===== config.mk =====
export PLATFORM = sky130hd
export DESIGN_NAME = exp_share_arbiter_flat
export DESIGN_NICKNAME = d
export VERILOG_FILES = /design/src/rtl/exp_share_arbiter_pkg.sv /design/src/rtl/exp_share_arbiter_if.sv /design/src/rtl/exp_share_arbiter_rr_arbiter.sv /design/src/rtl/exp_share_arbiter.sv /design/src/flat_wrapper.sv
export SDC_FILE = /design/constraint.sdc
export NUM_CORES = 1
export LEC_CHECK = 0
export BUFFER_PORTS_ARGS = -buffer_cell sky130_fd_sc_hd__buf_2
export CAP_MARGIN = 20
export CORE_ASPECT_RATIO = 2
export CORE_MARGIN = 4
export CORE_UTILIZATION = 54
export CTS_BUF_LIST = sky130_fd_sc_hd__clkbuf_8 sky130_fd_sc_hd__clkbuf_16
export DETAILED_ROUTE_END_ITERATION = 8
export PLACE_DENSITY = 0.81
export SYNTH_ARGS = -nofsm -noshare
export SYNTH_HDL_FRONTEND = slang
export SYNTH_SLANG_ARGS = --single-unit

===== constraint.sdc =====
create_clock -name clk -period 5 [get_ports clk]
set_input_delay 0.5 -clock clk [delete_from_list [all_inputs] [get_ports clk]]
set_output_delay 0.5 -clock clk [all_outputs]
set_load 0.01 [all_outputs]

===== src/rtl/exp_share_arbiter_pkg.sv =====
// Shared types for the exp-unit sharing arbiter.
// Operand/result widths, requester state and issue tag.
package exp_share_pkg;

  localparam int OP_W  = 12;
  localparam int RES_W = 20;
  localparam int IDX_W = 8;

  typedef enum logic [1:0] {
    IDLE,
    BUSY,
    DONE
  } req_state_e;

  typedef struct packed {
    logic             valid;
    logic [IDX_W-1:0] idx;
  } tag_t;

endpackage


===== src/rtl/exp_share_arbiter_if.sv =====
// Requester, response and shared-unit signal bundle.
// slave = arbiter side, master = requesters plus exp unit.
interface exp_share_arbiter_if
  import exp_share_pkg::*;
#(
  parameter int N_REQ = 4
);

  logic [N_REQ-1:0]            req_valid;
  logic [N_REQ-1:0][OP_W-1:0]  req_data;
  logic [N_REQ-1:0]            req_ready;
  logic [N_REQ-1:0]            rsp_valid;
  logic [N_REQ-1:0][RES_W-1:0] rsp_data;
  logic [N_REQ-1:0]            rsp_ready;
  logic                        exp_valid;
  logic [OP_W-1:0]             exp_data;
  logic                        exp_result_valid;
  logic [RES_W-1:0]            exp_result;
  logic                        err;

  modport slave (
    input  req_valid, req_data, rsp_ready,
    input  exp_result_valid, exp_result,
    output req_ready, rsp_valid, rsp_data,
    output exp_valid, exp_data, err
  );

  modport master (
    output req_valid, req_data, rsp_ready,
    output exp_result_valid, exp_result,
    input  req_ready, rsp_valid, rsp_data,
    input  exp_valid, exp_data, err
  );

endinterface


===== src/rtl/exp_share_arbiter_rr_arbiter.sv =====
// N-way round-robin grant over a request mask.
// Search starts at ptr; ptr moves past each winner.
module rr_arbiter
  import exp_share_pkg::*;
#(
  parameter int N = 4
) (
  input  logic             clk,
  input  logic             rst_n,
  input  logic [N-1:0]     req,
  output logic [N-1:0]     grant,
  output logic [IDX_W-1:0] grantIdx,
  output logic             anyGrant
);

  logic [IDX_W-1:0] ptr;
  logic [N-1:0]     rot;

  // Rotate requests so bit 0 is the pointer position, pick first set
  always_comb begin
    int j;
    j        = 0;
    anyGrant = 1'b0;
    grantIdx = '0;
    rot      = N'({req, req} >> ptr);
    for (int k = 0; k < N; k++) begin
      if (!anyGrant && rot[k]) begin
        anyGrant = 1'b1;
        j        = int'(ptr) + k;
        if (j >= N) j = j - N;
        grantIdx = IDX_W'(j);
      end
    end
  end

  // Expand the winning index to a one-hot grant
  always_comb begin
    grant = '0;
    for (int i = 0; i < N; i++) begin
      grant[i] = anyGrant && (grantIdx == IDX_W'(i));
    end
  end

  // Pointer advances to winner+1, wrapping at N
  always_ff @(posedge clk or negedge rst_n) begin
    if (!rst_n) begin
      ptr <= '0;
    end else if (anyGrant) begin
      ptr <= (grantIdx == IDX_W'(N - 1)) ? '0
           : grantIdx + IDX_W'(1);
    end
  end

endmodule


===== src/rtl/exp_share_arbiter.sv =====
// Shares one fixed-latency exp unit among N_REQ requesters.
// Per-requester FSM, RR issue, tag pipe routes results back.
module exp_share_arbiter
  import exp_share_pkg::*;
#(
  parameter int N_REQ   = 4,
  parameter int EXP_LAT = 3
) (
  input  logic              clk,
  input  logic              rst_n,
  exp_share_arbiter_if.slave bus
);

  req_state_e state    [N_REQ];
  req_state_e stateNxt [N_REQ];

  logic [N_REQ-1:0] idleMask;
  logic [N_REQ-1:0] reqMask;
  logic [N_REQ-1:0] grant;
  logic [N_REQ-1:0] cap;
  logic [IDX_W-1:0] grantIdx;
  logic             anyGrant;
  logic [OP_W-1:0]  grantData;

  logic             expValid;
  logic [OP_W-1:0]  expData;
  logic [IDX_W-1:0] issueIdx;

  tag_t tagPipe [EXP_LAT];
  tag_t tagOut;

  logic [N_REQ-1:0][RES_W-1:0] rspData;
  logic                        errQ;

  assign reqMask = bus.req_valid & idleMask;

  rr_arbiter #(
    .N (N_REQ)
  ) u_rr (
    .clk      (clk),
    .rst_n    (rst_n),
    .req      (reqMask),
    .grant    (grant),
    .grantIdx (grantIdx),
    .anyGrant (anyGrant)
  );

  // Ready is the grant itself, forced low while in reset
  assign bus.req_ready = rst_n ? grant : '0;

  // Select the winning operand
  always_comb begin
    grantData = '0;
    for (int i = 0; i < N_REQ; i++) begin
      if (grant[i]) grantData = grantData | bus.req_data[i];
    end
  end

  // Registered issue to the shared unit; data holds when idle
  always_ff @(posedge clk or negedge rst_n) begin
    if (!rst_n) begin
      expValid <= 1'b0;
      expData  <= '0;
      issueIdx <= '0;
    end else begin
      expValid <= anyGrant;
      if (anyGrant) begin
        expData  <= grantData;
        issueIdx <= grantIdx;
      end
    end
  end

  // Tag pipe tracks which requester owns each in-flight op
  always_ff @(posedge clk or negedge rst_n) begin
    if (!rst_n) begin
      for (int k = 0; k < EXP_LAT; k++) tagPipe[k] <= '0;
    end else begin
      tagPipe[0] <= '{valid: expValid, idx: issueIdx};
      for (int k = 1; k < EXP_LAT; k++) begin
        tagPipe[k] <= tagPipe[k-1];
      end
    end
  end

  assign tagOut = tagPipe[EXP_LAT-1];

  // Idle flags and per-requester capture strobes from the tag
  always_comb begin
    idleMask = '0;
    cap      = '0;
    for (int i = 0; i < N_REQ; i++) begin
      idleMask[i] = (state[i] == IDLE);
      cap[i]      = tagOut.valid
                 && (tagOut.idx == IDX_W'(i));
    end
  end

  // Requester FSM next state
  always_comb begin
    for (int i = 0; i < N_REQ; i++) begin
      stateNxt[i] = state[i];
      unique case (state[i])
        IDLE: if (grant[i])            stateNxt[i] = BUSY;
        BUSY: if (cap[i])              stateNxt[i] = DONE;
        DONE: if (bus.rsp_ready[i])    stateNxt[i] = IDLE;
        default:                       stateNxt[i] = IDLE;
      endcase
    end
  end

  // Requester FSM state register
  always_ff @(posedge clk or negedge rst_n) begin
    if (!rst_n) begin
      for (int i = 0; i < N_REQ; i++) state[i] <= IDLE;
    end else begin
      for (int i = 0; i < N_REQ; i++) state[i] <= stateNxt[i];
    end
  end

  // Result capture follows the tag, never the unit strobe
  always_ff @(posedge clk or negedge rst_n) begin
    if (!rst_n) begin
      rspData <= '0;
    end else begin
      for (int i = 0; i < N_REQ; i++) begin
        if (cap[i]) rspData[i] <= bus.exp_result;
      end
    end
  end

  // Response valid is simply the DONE state
  always_comb begin
    bus.rsp_valid = '0;
    for (int i = 0; i < N_REQ; i++) begin
      bus.rsp_valid[i] = (state[i] == DONE);
    end
  end

  // Sticky error when unit strobe disagrees with the tag
  always_ff @(posedge clk or negedge rst_n) begin
    if (!rst_n) begin
      errQ <= 1'b0;
    end else if (bus.exp_result_valid != tagOut.valid) begin
      errQ <= 1'b1;
    end
  end

  assign bus.rsp_data  = rspData;
  assign bus.exp_valid = expValid;
  assign bus.exp_data  = expData;
  assign bus.err       = errQ;

endmodule

===== src/flat_wrapper.sv =====
// flat-port wrapper written by rule: the top's interface ports become plain ports
module exp_share_arbiter_flat import exp_share_pkg::*;
#(
  parameter int N_REQ   = 4,
  parameter int EXP_LAT = 3
)
  (clk, rst_n, bus_req_valid, bus_req_data, bus_rsp_ready, bus_exp_result_valid, bus_exp_result, bus_req_ready, bus_rsp_valid, bus_rsp_data, bus_exp_valid, bus_exp_data, bus_err);
  exp_share_arbiter_if #(.N_REQ(N_REQ)) bus_i ();
  input  logic clk;
  input  logic rst_n;
  input wire logic [$bits(bus_i.req_valid)-1:0] bus_req_valid;
  input wire logic [$bits(bus_i.req_data)-1:0] bus_req_data;
  input wire logic [$bits(bus_i.rsp_ready)-1:0] bus_rsp_ready;
  input wire logic [$bits(bus_i.exp_result_valid)-1:0] bus_exp_result_valid;
  input wire logic [$bits(bus_i.exp_result)-1:0] bus_exp_result;
  output wire logic [$bits(bus_i.req_ready)-1:0] bus_req_ready;
  output wire logic [$bits(bus_i.rsp_valid)-1:0] bus_rsp_valid;
  output wire logic [$bits(bus_i.rsp_data)-1:0] bus_rsp_data;
  output wire logic [$bits(bus_i.exp_valid)-1:0] bus_exp_valid;
  output wire logic [$bits(bus_i.exp_data)-1:0] bus_exp_data;
  output wire logic [$bits(bus_i.err)-1:0] bus_err;
  assign bus_i.req_valid = bus_req_valid;
  assign bus_i.req_data = bus_req_data;
  assign bus_i.rsp_ready = bus_rsp_ready;
  assign bus_i.exp_result_valid = bus_exp_result_valid;
  assign bus_i.exp_result = bus_exp_result;
  assign bus_req_ready = bus_i.req_ready;
  assign bus_rsp_valid = bus_i.rsp_valid;
  assign bus_rsp_data = bus_i.rsp_data;
  assign bus_exp_valid = bus_i.exp_valid;
  assign bus_exp_data = bus_i.exp_data;
  assign bus_err = bus_i.err;
  exp_share_arbiter #(.N_REQ(N_REQ), .EXP_LAT(EXP_LAT)) u_core (.clk(clk), .rst_n(rst_n), .bus(bus_i));
endmodule

## Word-level counts from Yosys, hierarchy flattened

Cells that the tools add are included.

| storage, ports and cells | value |
|---|---|
| flip-flop bits (word level) | 145 |
| bits of input ports | 79 |

| cells by class | value |
|---|---|
| add/subtract/negate cells | 8 |
| $lt $le $gt $ge | 4 |
| equal/unequal tests | 27 |
| shifts and indexed selects | 1 |
| multiplexer cells | 34 |
| bitwise logic cells | 4 |
| reduce and logical (&&, ||, !) cells | 24 |

Operator list:

| operator | count |
|---|---|
| $mux W8 | 9 |
| $mux W12 | 4 |
| $or A12 B12 Y12 | 3 |
| $eq A8 B2 Y1 const B | 4 |
| $sub A8 B3 Y8 const B | 4 |
| $ge A9 B3 Y1 const B | 3 |
| $mux W2 | 12 |
| $pmux W2 S3 | 4 |
| $add A8 B2 Y9 const B | 2 |
| $eq A8 B1 Y1 const B | 2 |
| $logic_not A8 Y1 | 2 |
| $ne A2 B2 Y1 const B | 8 |
| $reduce_and A3 Y1 | 4 |
| $logic_and A1 B1 Y1 | 11 |
| $add A8 B1 Y9 const B | 1 |
| $add A8 B1 Y8 const B | 1 |
| $eq A2 B1 Y1 const B | 4 |
| $eq A2 B2 Y1 const B | 4 |
| $ge A8 B3 Y1 const B | 1 |
| $logic_not A2 Y1 | 4 |
| $ne A2 B1 Y1 const B | 4 |
| $shr A8 B8 Y4 | 1 |
| $and A4 B4 Y4 | 1 |
| $mux W1 | 4 |
| 3 further kinds | 5 |

## Depth between registers and ports, before layout

Gate-level depths: netlist of run 1.

| logic depth | value |
|---|---|
| word-level depth | 22 |
| mapped depth | 15 |

## Hierarchy

Synthesis of run 1 repeated with hierarchy kept, for this count alone.

| unflattened totals | value |
|---|---|
| cell total of the unflattened synthesis | 554 |
| area total of the unflattened synthesis | 6892.9 µm² |

Modules (own cells, without submodules):

| module | instances | cells each | area each (µm²) |
|---|---|---|---|
| exp_share_arbiter | 1 | 333 | 5107.4 |
| rr_arbiter | 1 | 221 | 1785.5 |

## Least setup slack after synthesis of run 1

OpenSTA, ideal clock, no wires.

| timing path | value |
|---|---|
| path kind | reg-to-output |
| from | register u_core.u_rr.ptr[1] |
| to | output port bus_req_ready[1] |
| data arrival time | 3.405 ns |
| path slack | 1.095 ns |
| cell stages (with the launch flop) | 15 |
| buffers on the path | 2 |
| cells stage by stage | dfrtp_1 buf_2 inv_1 ha_1 inv_1 ha_1 a21boi_0 o211a_1 a21oi_1 a2111oi_0 o22ai_1 a221oi_4 nand3_2 buf_4 nor4_1 |

| between the ends | value |
|---|---|
| longest elaborated chain between the ends | 14 |
| elaborated cells on any way between the ends | 33 |
| classes of those cells | 7 x add/sub; 4 x order compare; 1 x eq/ne; 1 x shift; 13 x mux; 7 x reduce/logical |

RTL lines:

| what | RTL line | source |
|---|---|---|
| from (decl) | exp_share_arbiter_rr_arbiter.sv:16 | `logic [IDX_W-1:0] ptr;` |
| from (signal assigned) | exp_share_arbiter_rr_arbiter.sv:49 | `ptr <= (grantIdx == IDX_W'(N - 1)) ? '0` |
| branches (longest 12 deep; another with $add A8 B1 Y9) | - |  |
| $logic_and A1 B1 Y1 * | exp_share_arbiter_rr_arbiter.sv:40 | `grant[i] = anyGrant && (grantIdx == IDX_W'(i));` |
| $mux W4 * | exp_share_arbiter.sv:49 | `assign bus.req_ready = rst_n ? grant : '0;` |
| to (decl) | flat_wrapper.sv:16 | `output wire logic [$bits(bus_i.req_ready)-1:0] bus_req_ready;` |

Every way passes the cells marked *.

## Final worst setup path of run 1

| timing path | value |
|---|---|
| from | register u_core.u_rr.ptr[0] |
| to | output port bus_req_ready[2] |

| between the ends | value |
|---|---|
| longest elaborated chain between the ends | 14 |
| elaborated cells on any way between the ends | 33 |
| classes of those cells | 7 x add/sub; 4 x order compare; 1 x eq/ne; 1 x shift; 13 x mux; 7 x reduce/logical |

RTL lines:

| what | RTL line |
|---|---|
| branches (longest 12 deep; another with $add A8 B1 Y9) | - |
| $logic_and A1 B1 Y1 * | exp_share_arbiter_rr_arbiter.sv:40 |
| $mux W4 * | exp_share_arbiter.sv:49 |

Marked as above.

==> flow_metrics.tcl, run 1 <==
set metrics [dict create \
    cts_tree "yes" \
    synth-edff-count 0 \
    grt_pass1_vias 6360 \
    via_count 6045 \
    required_ns 4.50 \
    grtUsageTotal 0.309 \
    maxCapViolCount 0 \
    syn_nets 704 \
    drt_first_pass_iters 5 \
    hold_viol 0 \
    core-area_um2 13000 \
    cts-root-buf "clkbuf_16" \
    setup_violations 0 \
    num_rows 59 \
    syn_area_um2 7120 \
    cts_resized 0 \
    numCtsBuffers 25 \
    synth-seq-cells 145 \
    max_slew_margin 0.286 \
    place_hpwl_um 17500 \
    p_leak_uw 0.00429 \
    synth_cells 606 \
    min-delay-path-class "in -> async" \
    nFillCells 891 \
    clkSlewWorstSetupHoldPaths_ns 0.05 \
    maxSlewViolCount 0 \
    fmax_mhz 208 \
    pwr_density_cell_nw_per_um2 321 \
    placed_area_um2 8250 \
    grt_remaining_overflow 0 \
    cts_setup_buffers 0 \
    cts.sinks 145 \
    cts_buffer_depth 3 \
    startpoint_type "flop" \
    period_needed_ns 4.80 \
    combPwrFrac 0.063 \
    pin_count 181 \
    r2r_cells 13 \
    yosys_most_used_dff "dfrtp_1" \
    fin_tns_setup_ns 0 \
    status "finished clean" \
    crit_type "reg -> out" \
    crit_arrival_ns 4.30 \
    htree_levels 4 \
    synth_seq_area_share 0.509 \
    crit_path_max_fanout 16 \
    syn2layout_area_growth_pct 25.8 \
    wl_um 23300 \
    tightest_slew_ns 1.07 \
    post-route-period-util 0.960 \
    routedWlPerCell_um 24.2 \
    nNetsFinal 904 \
    worst_setup_path_end_kind "primary output" \
    drive_above_1_share 0.413 \
    skew_ns 0.0148 \
    clockPowerShare 0.509 \
    switching_share 0.215 \
    io_buffer_count 180 \
    worstSkewPairLatency_ns 0.46 \
    postCtsHoldBufs 0 \
    gp_congestion 1.04 \
    ys_warn_count 0 \
    die_area_um2 15200 \
    ant_nets 0 \
    ys_types 75 \
    grt_max_degree 77 \
    die_w_um 89.2 \
    antenna_found_initial 3 \
    start_util 0.548 \
    p_sw_uw 619 \
    ir_drop_v 0.000402 \
    die_y_um 170 \
    vias_per_cell 6.26 \
    synth.avg_cell_area_um2 11.8 \
    p_int_uw 2260 \
    initialDrtViolationCount 359 \
    rsz0062_at_grt "no" \
    fin_area_um2 8960 \
    grt_pass1_wl_um 34800 \
    drcViolationCount 0 \
    p_seq_frac 0.428 \
    async_flop_share 1.00 \
]
state kept, by name, indices dropped and copies added (netlist names):
signal and flops:
u_core.tagOut 9, u_core.u_rr.ptr 8, u_core.state 8, u_core.issueIdx 8
u_core.bus.rsp_data 80, u_core.bus.err 1, u_core.bus.exp_data 12, u_core.bus.exp_valid 1
u_core.tagPipe 18
cells in the mapped netlist (4+ instances only):
cell type | instances | area [um^2]
a211oi_1 | 4 | 30.0
a21oi_1 | 11 | 55.1
a221oi_1 | 13 | 114
a22o_1 | 12 | 105
a31oi_1 | 7 | 43.8
a32oi_1 | 4 | 35.0
and2_1 | 5 | 31.3
buf_1 | 6 | 22.5
buf_2 | 9 | 45.0
buf_4 | 4 | 30.0
clkbuf_1 | 10 | 37.5
dfrtp_1 | 145 | 3630
ha_1 | 19 | 238
inv_1 | 18 | 67.6
mux2_2 | 82 | 923
mux2i_1 | 5 | 50.1
nand2_1 | 47 | 176
nand2b_1 | 14 | 87.6
nand3_1 | 11 | 55.1
nand4_1 | 10 | 62.6
nor2_1 | 14 | 52.6
nor2b_1 | 5 | 31.3
nor3_1 | 10 | 50.1
nor3b_1 | 6 | 45.0
nor4_1 | 5 | 31.3
nor4b_1 | 6 | 52.6
o21ai_0 | 12 | 60.1
o22ai_1 | 4 | 25.0
o31ai_1 | 18 | 135
or3_1 | 5 | 31.3
or4_1 | 4 | 30.0
xnor2_1 | 14 | 123
xor2_1 | 4 | 35.0
power by group through the flow:
| stage | registers, uW | clock network, uW | logic (uW) |
|---|---|---|---|
| after global routing | 1230 | 1540 | 198 |
| after floorplan | 1260 | 0 | 60.3 |
| final | 1230 | 1460 | 182 |
| after CTS | 1230 | 1480 | 183 |
| after detailed placement | 1250 | 0 | 180 |
| after global placement | 1250 | 0 | 175 |
path summary, 6_finish.rpt:
kind	start	to	slack (ns)
max	u_core.u_rr.ptr[0]$_DFFE_PN0P_	bus_req_ready[2]	0.20
min	rst_n	u_core.bus.rsp_data[6]$_DFFE_PN0P_	0.05
max reg2reg	u_core.u_rr.ptr[0]$_DFFE_PN0P_	u_core.u_rr.ptr[6]$_DFFE_PN0P_	1.05
min reg2reg	u_core.tagPipe[20]$_DFF_PN0_	u_core.tagPipe[11]$_DFF_PN0_	0.34
max in group asynchronous	rst_n	u_core.bus.rsp_data[72]$_DFFE_PN0P_	3.58
min in group clk	bus_exp_result_valid	u_core.bus.err$_DFFE_PN0P_	0.28
per-stage QoR:
step           worst slack, ns  total power (uW)  cells   util  hold slack (ns)
3_3_place_gp             0.965              1420    931  0.635            0.332
2_1_floorplan             1.09              1320    606      -            0.204
6_report                 0.200              2880    966  0.690           0.0464
4_1_cts                  0.264              2890    964  0.689           0.0812
5_1_grt                 0.0228              2970    965  0.690            0.105
3_5_place_dp             0.911              1430    931  0.635            0.335
logic make-up after synthesis:
family / synth area share
fa+ha+maj: 0.0334
mux: 0.137
simple gates: 0.135
buf+inv: 0.0306
compound gates: 0.132
flops: 0.509
xor+xnor: 0.0221
cell usage in the layout (no fill, tap or decap), types with 4 or more instances in the layout:
cell type  count
a211oi_1       4
a21oi_1       11
a221oi_1      13
a22o_1        12
a31oi_1        7
a32oi_1        4
and2_1         5
buf_2        179
buf_4         23
clkbuf_16     25
dfrtp_1      145
ha_1          19
inv_1         20
mux2_2        82
mux2i_1        5
nand2_1       47
nand2b_1      14
nand3_1       11
nand4_1       10
nor2_1        14
nor2b_1        5
nor3_1         9
nor3b_1        6
nor4_1         5
nor4b_1        6
o21ai_0       12
o22ai_1        4
o31ai_1       18
or3_1          5
or4_1          4
xnor2_1       14
xor2_1         4
layer usage:
layer	vias to the layer above	global-route usage	share of wire
met5	-	0	0.0013
met4	4	0.229	0.075
met3	88	0.0678	0.067
met2	311	0.554	0.54
met1	2986	0.292	0.32
li1	2656	-	-
critical path, cell delays in order, from the launching register on:
cell and delay [ns]:
dfrtp_1 0.71, inv_1 0.30, ha_1 0.36, xor2_1 0.36
inv_1 0.09, ha_1 0.19, nand2_1 0.05, o211a_1 0.15
nand4_1 0.17, a41oi_1 0.31, or4_1 0.27, nand3_2 0.20
nor4_1 0.45, buf_2 0.22
area by class of cell:
cell class | count | area, um^2 | area share
well taps | 152 | 190 | 0.0212
clock buffers | 27 | 653 | 0.0729
diodes | 2 | 5.00 | 0.000559
flip-flops and latches | 145 | 3630 | 0.405
multi-input cells | 412 | 3280 | 0.366
repair buffers | 203 | 1080 | 0.120
inverters | 19 | 71.3 | 0.00796
clock inverters | 6 | 52.6 | 0.00586
No activity file was read; power rests on OpenSTA's default activity.
==> run 2: changes to the inputs <==
--- a/config.mk
+++ b/config.mk
@@ -9,10 +9,11 @@
 export CAP_MARGIN = 20
 export CORE_ASPECT_RATIO = 2
 export CORE_MARGIN = 4
-export CORE_UTILIZATION = 54
+export CORE_UTILIZATION = 53
 export CTS_BUF_LIST = sky130_fd_sc_hd__clkbuf_8 sky130_fd_sc_hd__clkbuf_16
 export DETAILED_ROUTE_END_ITERATION = 8
-export PLACE_DENSITY = 0.81
+export PLACE_DENSITY = 0.8
 export SYNTH_ARGS = -nofsm -noshare
 export SYNTH_HDL_FRONTEND = slang
+export SYNTH_HIERARCHICAL = 1
 export SYNTH_SLANG_ARGS = --single-unit
==> flow_metrics.tcl, run 2 <==
set metrics [dict create \
    worst_setup_path_end_kind "primary output" \
    crit_type "reg -> out" \
    switching_share 0.261 \
    cts-root-buf "clkbuf_16" \
    clkSlewWorstSetupHoldPaths_ns 0.07 \
    gp_congestion 1.04 \
    postCtsHoldBufs 0 \
    synth_fa_ha_area_frac 0.0345 \
    ir_drop_v 0.000324 \
    antenna_found_initial 0 \
    ant_nets 0 \
    rsz0062_at_grt "no" \
    grt_max_degree 86 \
    num_rows 58 \
    synth_area_leaders "dfrtp_1 53%, mux2_2 15%, ha_1 3.4%" \
    slowest_stage "nor4b_2" \
    final_cell_mix "179 x buf_2, 144 x dfrtp_1, 90 x mux2_2" \
    maxCapViolCount 0 \
    synth-simple-area-share 0.118 \
    fin_util 0.675 \
    core-area_um2 12700 \
    final_common_cell "buf_2" \
    ys_types 66 \
    post-route-period-util 0.941 \
    io_buffer_count 180 \
    slowest_delay_ns 0.41 \
    synth_most_common_cell "dfrtp_1" \
    via_count 5323 \
    crit_arrival_ns 4.21 \
    drt_first_pass_iters 4 \
    place_hpwl_um 14300 \
    hold_viol 0 \
    required_ns 4.50 \
    setup_slack_ns 0.294 \
    grtUsageTotal 0.261 \
    worstSkewPairLatency_ns 0.42 \
    combPwrFrac 0.095 \
    die_area_um2 15000 \
    wl_um 19500 \
    grt_remaining_overflow 0 \
    numCtsBuffers 17 \
    cts.sinks 145 \
    synth-edff-count 0 \
    critical-path-top-delay-family "simple AND/OR/NAND/NOR gates" \
    synth_xor_area_frac 0.0203 \
    synth_cells 554 \
    vias_per_cell 5.89 \
    synth_top_family_by_area "multiplexers" \
    fin_tns_setup_ns 0 \
    nNetsFinal 839 \
    status "finished clean" \
    die_y_um 169 \
    setup_violations 0 \
    period_needed_ns 4.71 \
    synth_common_cells "145 x dfrtp_1, 90 x mux2_2, 27 x nor2_1" \
    skew_ns 0.0146 \
    max_slew_margin 0.357 \
    min-delay-path-class "in -> async" \
    initialDrtViolationCount 284 \
    pwr_density_cell_nw_per_um2 322 \
    clockPowerShare 0.450 \
    cts_tree "yes" \
    tightest_slew_ns 0.963 \
    yosys_most_used_dff "dfrtp_1" \
    synth.avg_cell_area_um2 12.4 \
    p_seq_frac 0.455 \
    maxSlewViolCount 0 \
    cts_buffer_depth 2 \
    pin_count 181 \
    synth_top_area_frac 0.526 \
    p_leak_uw 0.00416 \
    ys_warn_count 6 \
    grt_pass1_wl_um 29500 \
    p_int_uw 2040 \
    grt_pass1_vias 5592 \
    routedWlPerCell_um 21.5 \
    syn2layout_area_growth_pct 24.5 \
    start_util 0.543 \
    synth_seq_area_share 0.526 \
    p_sw_uw 720 \
    drcViolationCount 0 \
    synth-seq-cells 145 \
    cp_num_buf_inv 2 \
    synth_compound_area_frac 0.112 \
    antenna_cells 0 \
    dp_slack_ns 0.614 \
    htree_levels 4 \
    syn_nets 652 \
    die_w_um 88.6 \
    synth_top_area_cell "dfrtp_1" \
    largest_reg_flops 80 \
    syn_area_um2 6890 \
    synthMuxAreaShare 0.156 \
    startpoint_type "flop" \
    async_flop_share 1.00 \
    crit_path_max_fanout 18 \
    drive_above_1_share 0.456 \
    critical_path.cell_chain "buf_4 > ha_1 > a21oi_1 > xnor2_1 > ha_1 > a32o_1 > and3_1 > nor4b_2 > a21boi_0 > xnor2_1 > o2bb2ai_2 > nor3_2 > and2_1 > and2_1 > buf_2" \
    fmax_mhz 213 \
]
-- run 2: cell count changes after synthesis, moves of 7 or more --
cell,delta
a22o_1,-12
mux2_2,+8
a221oi_1,-13
o31ai_1,-15
nand2_1,-33
a22oi_1,+24
and2_1,+7
nor2_1,+13
-- run 2: cell type report --
class                   count  area (um^2)
repair buffers            198         1080
multi-input cells         362         3040
clock inverters            15          150
clock buffers              17          425
well taps                 150          188
inverters                  17         63.8
flip-flops and latches    145         3630
fillers                   931         4120
-- run 2: worst paths after layout --
kind	slack, ns	end	startpoint	depth (start not counted)
worst max-delay path	0.29	bus_req_ready[3]	u_core/u_rr/ptr[1]$_DFFE_PN0P_	15
worst min-delay path	0.05	u_core/bus.rsp_data[75]$_DFFE_PN0P_	rst_n	1
worst max register to register	0.81	u_core/bus.exp_data[2]$_DFFE_PN0P_	u_core/u_rr/ptr[1]$_DFFE_PN0P_	16
worst min register to register	0.34	u_core/tagOut[7]$_DFF_PN0_	u_core/tagPipe[16]$_DFF_PN0_	0
max in group asynchronous	3.92	u_core/bus.err$_DFFE_PN0P_	rst_n	3
min in group clk	0.33	u_core/bus.err$_DFFE_PN0P_	bus_exp_result_valid	3
-- run 2: kinds of logic (layout without fill, tap and decap cells) --
logic type / after synthesis / count (layout)
flip-flops: 145 / 145
adder cells (fa/ha/maj): 19 / 19
buffers and inverters: 47 / 247
multiplexers: 95 / 95
AO/OA/AOI/OAI: 101 / 101
AND/OR/NAND/NOR: 131 / 131
XOR/XNOR: 16 / 16
-- run 2: what timing repair did --
item | in CTS | in global routing
gates resized for setup | 0 | 1
setup endpoints to repair | 0 | 4
buffers inserted | 0 | 2
-- run 2: routing by layer --
| metal | GRT usage | vias up | routed length (um) |
|---|---|---|---|
| li1 | - | 2396 | - |
| met2 | 0.455 | 255 | 10500 |
| met3 | 0.0505 | 69 | 1280 |
| met5 | 0 | - | 0 |
| met4 | 0.166 | 0 | 1120 |
| met1 | 0.277 | 2603 | 6570 |
-- run 2: through the flow --
| step | hold WS, ns | std cells | instance area, um^2 | power [uW] |
|---|---|---|---|---|
| after floorplan | 0.204 | 554 | 6890 | 1400 |
| after global placement | 0.331 | 868 | 7930 | 1520 |
| after detailed placement | 0.336 | 869 | 7960 | 1540 |
| after CTS | 0.0730 | 901 | 8530 | 2780 |
| after global routing | 0.0912 | 904 | 8580 | 2850 |
| final | 0.0548 | 904 | 8580 | 2760 |
-- run 2: power groups by stage --
stage	logic (uW)	registers (uW)	clock network, uW
floorplan	106	1290	0
global placement	252	1270	0
detailed placement	261	1280	0
CTS	263	1260	1260
global route	290	1260	1300
finish	263	1260	1240
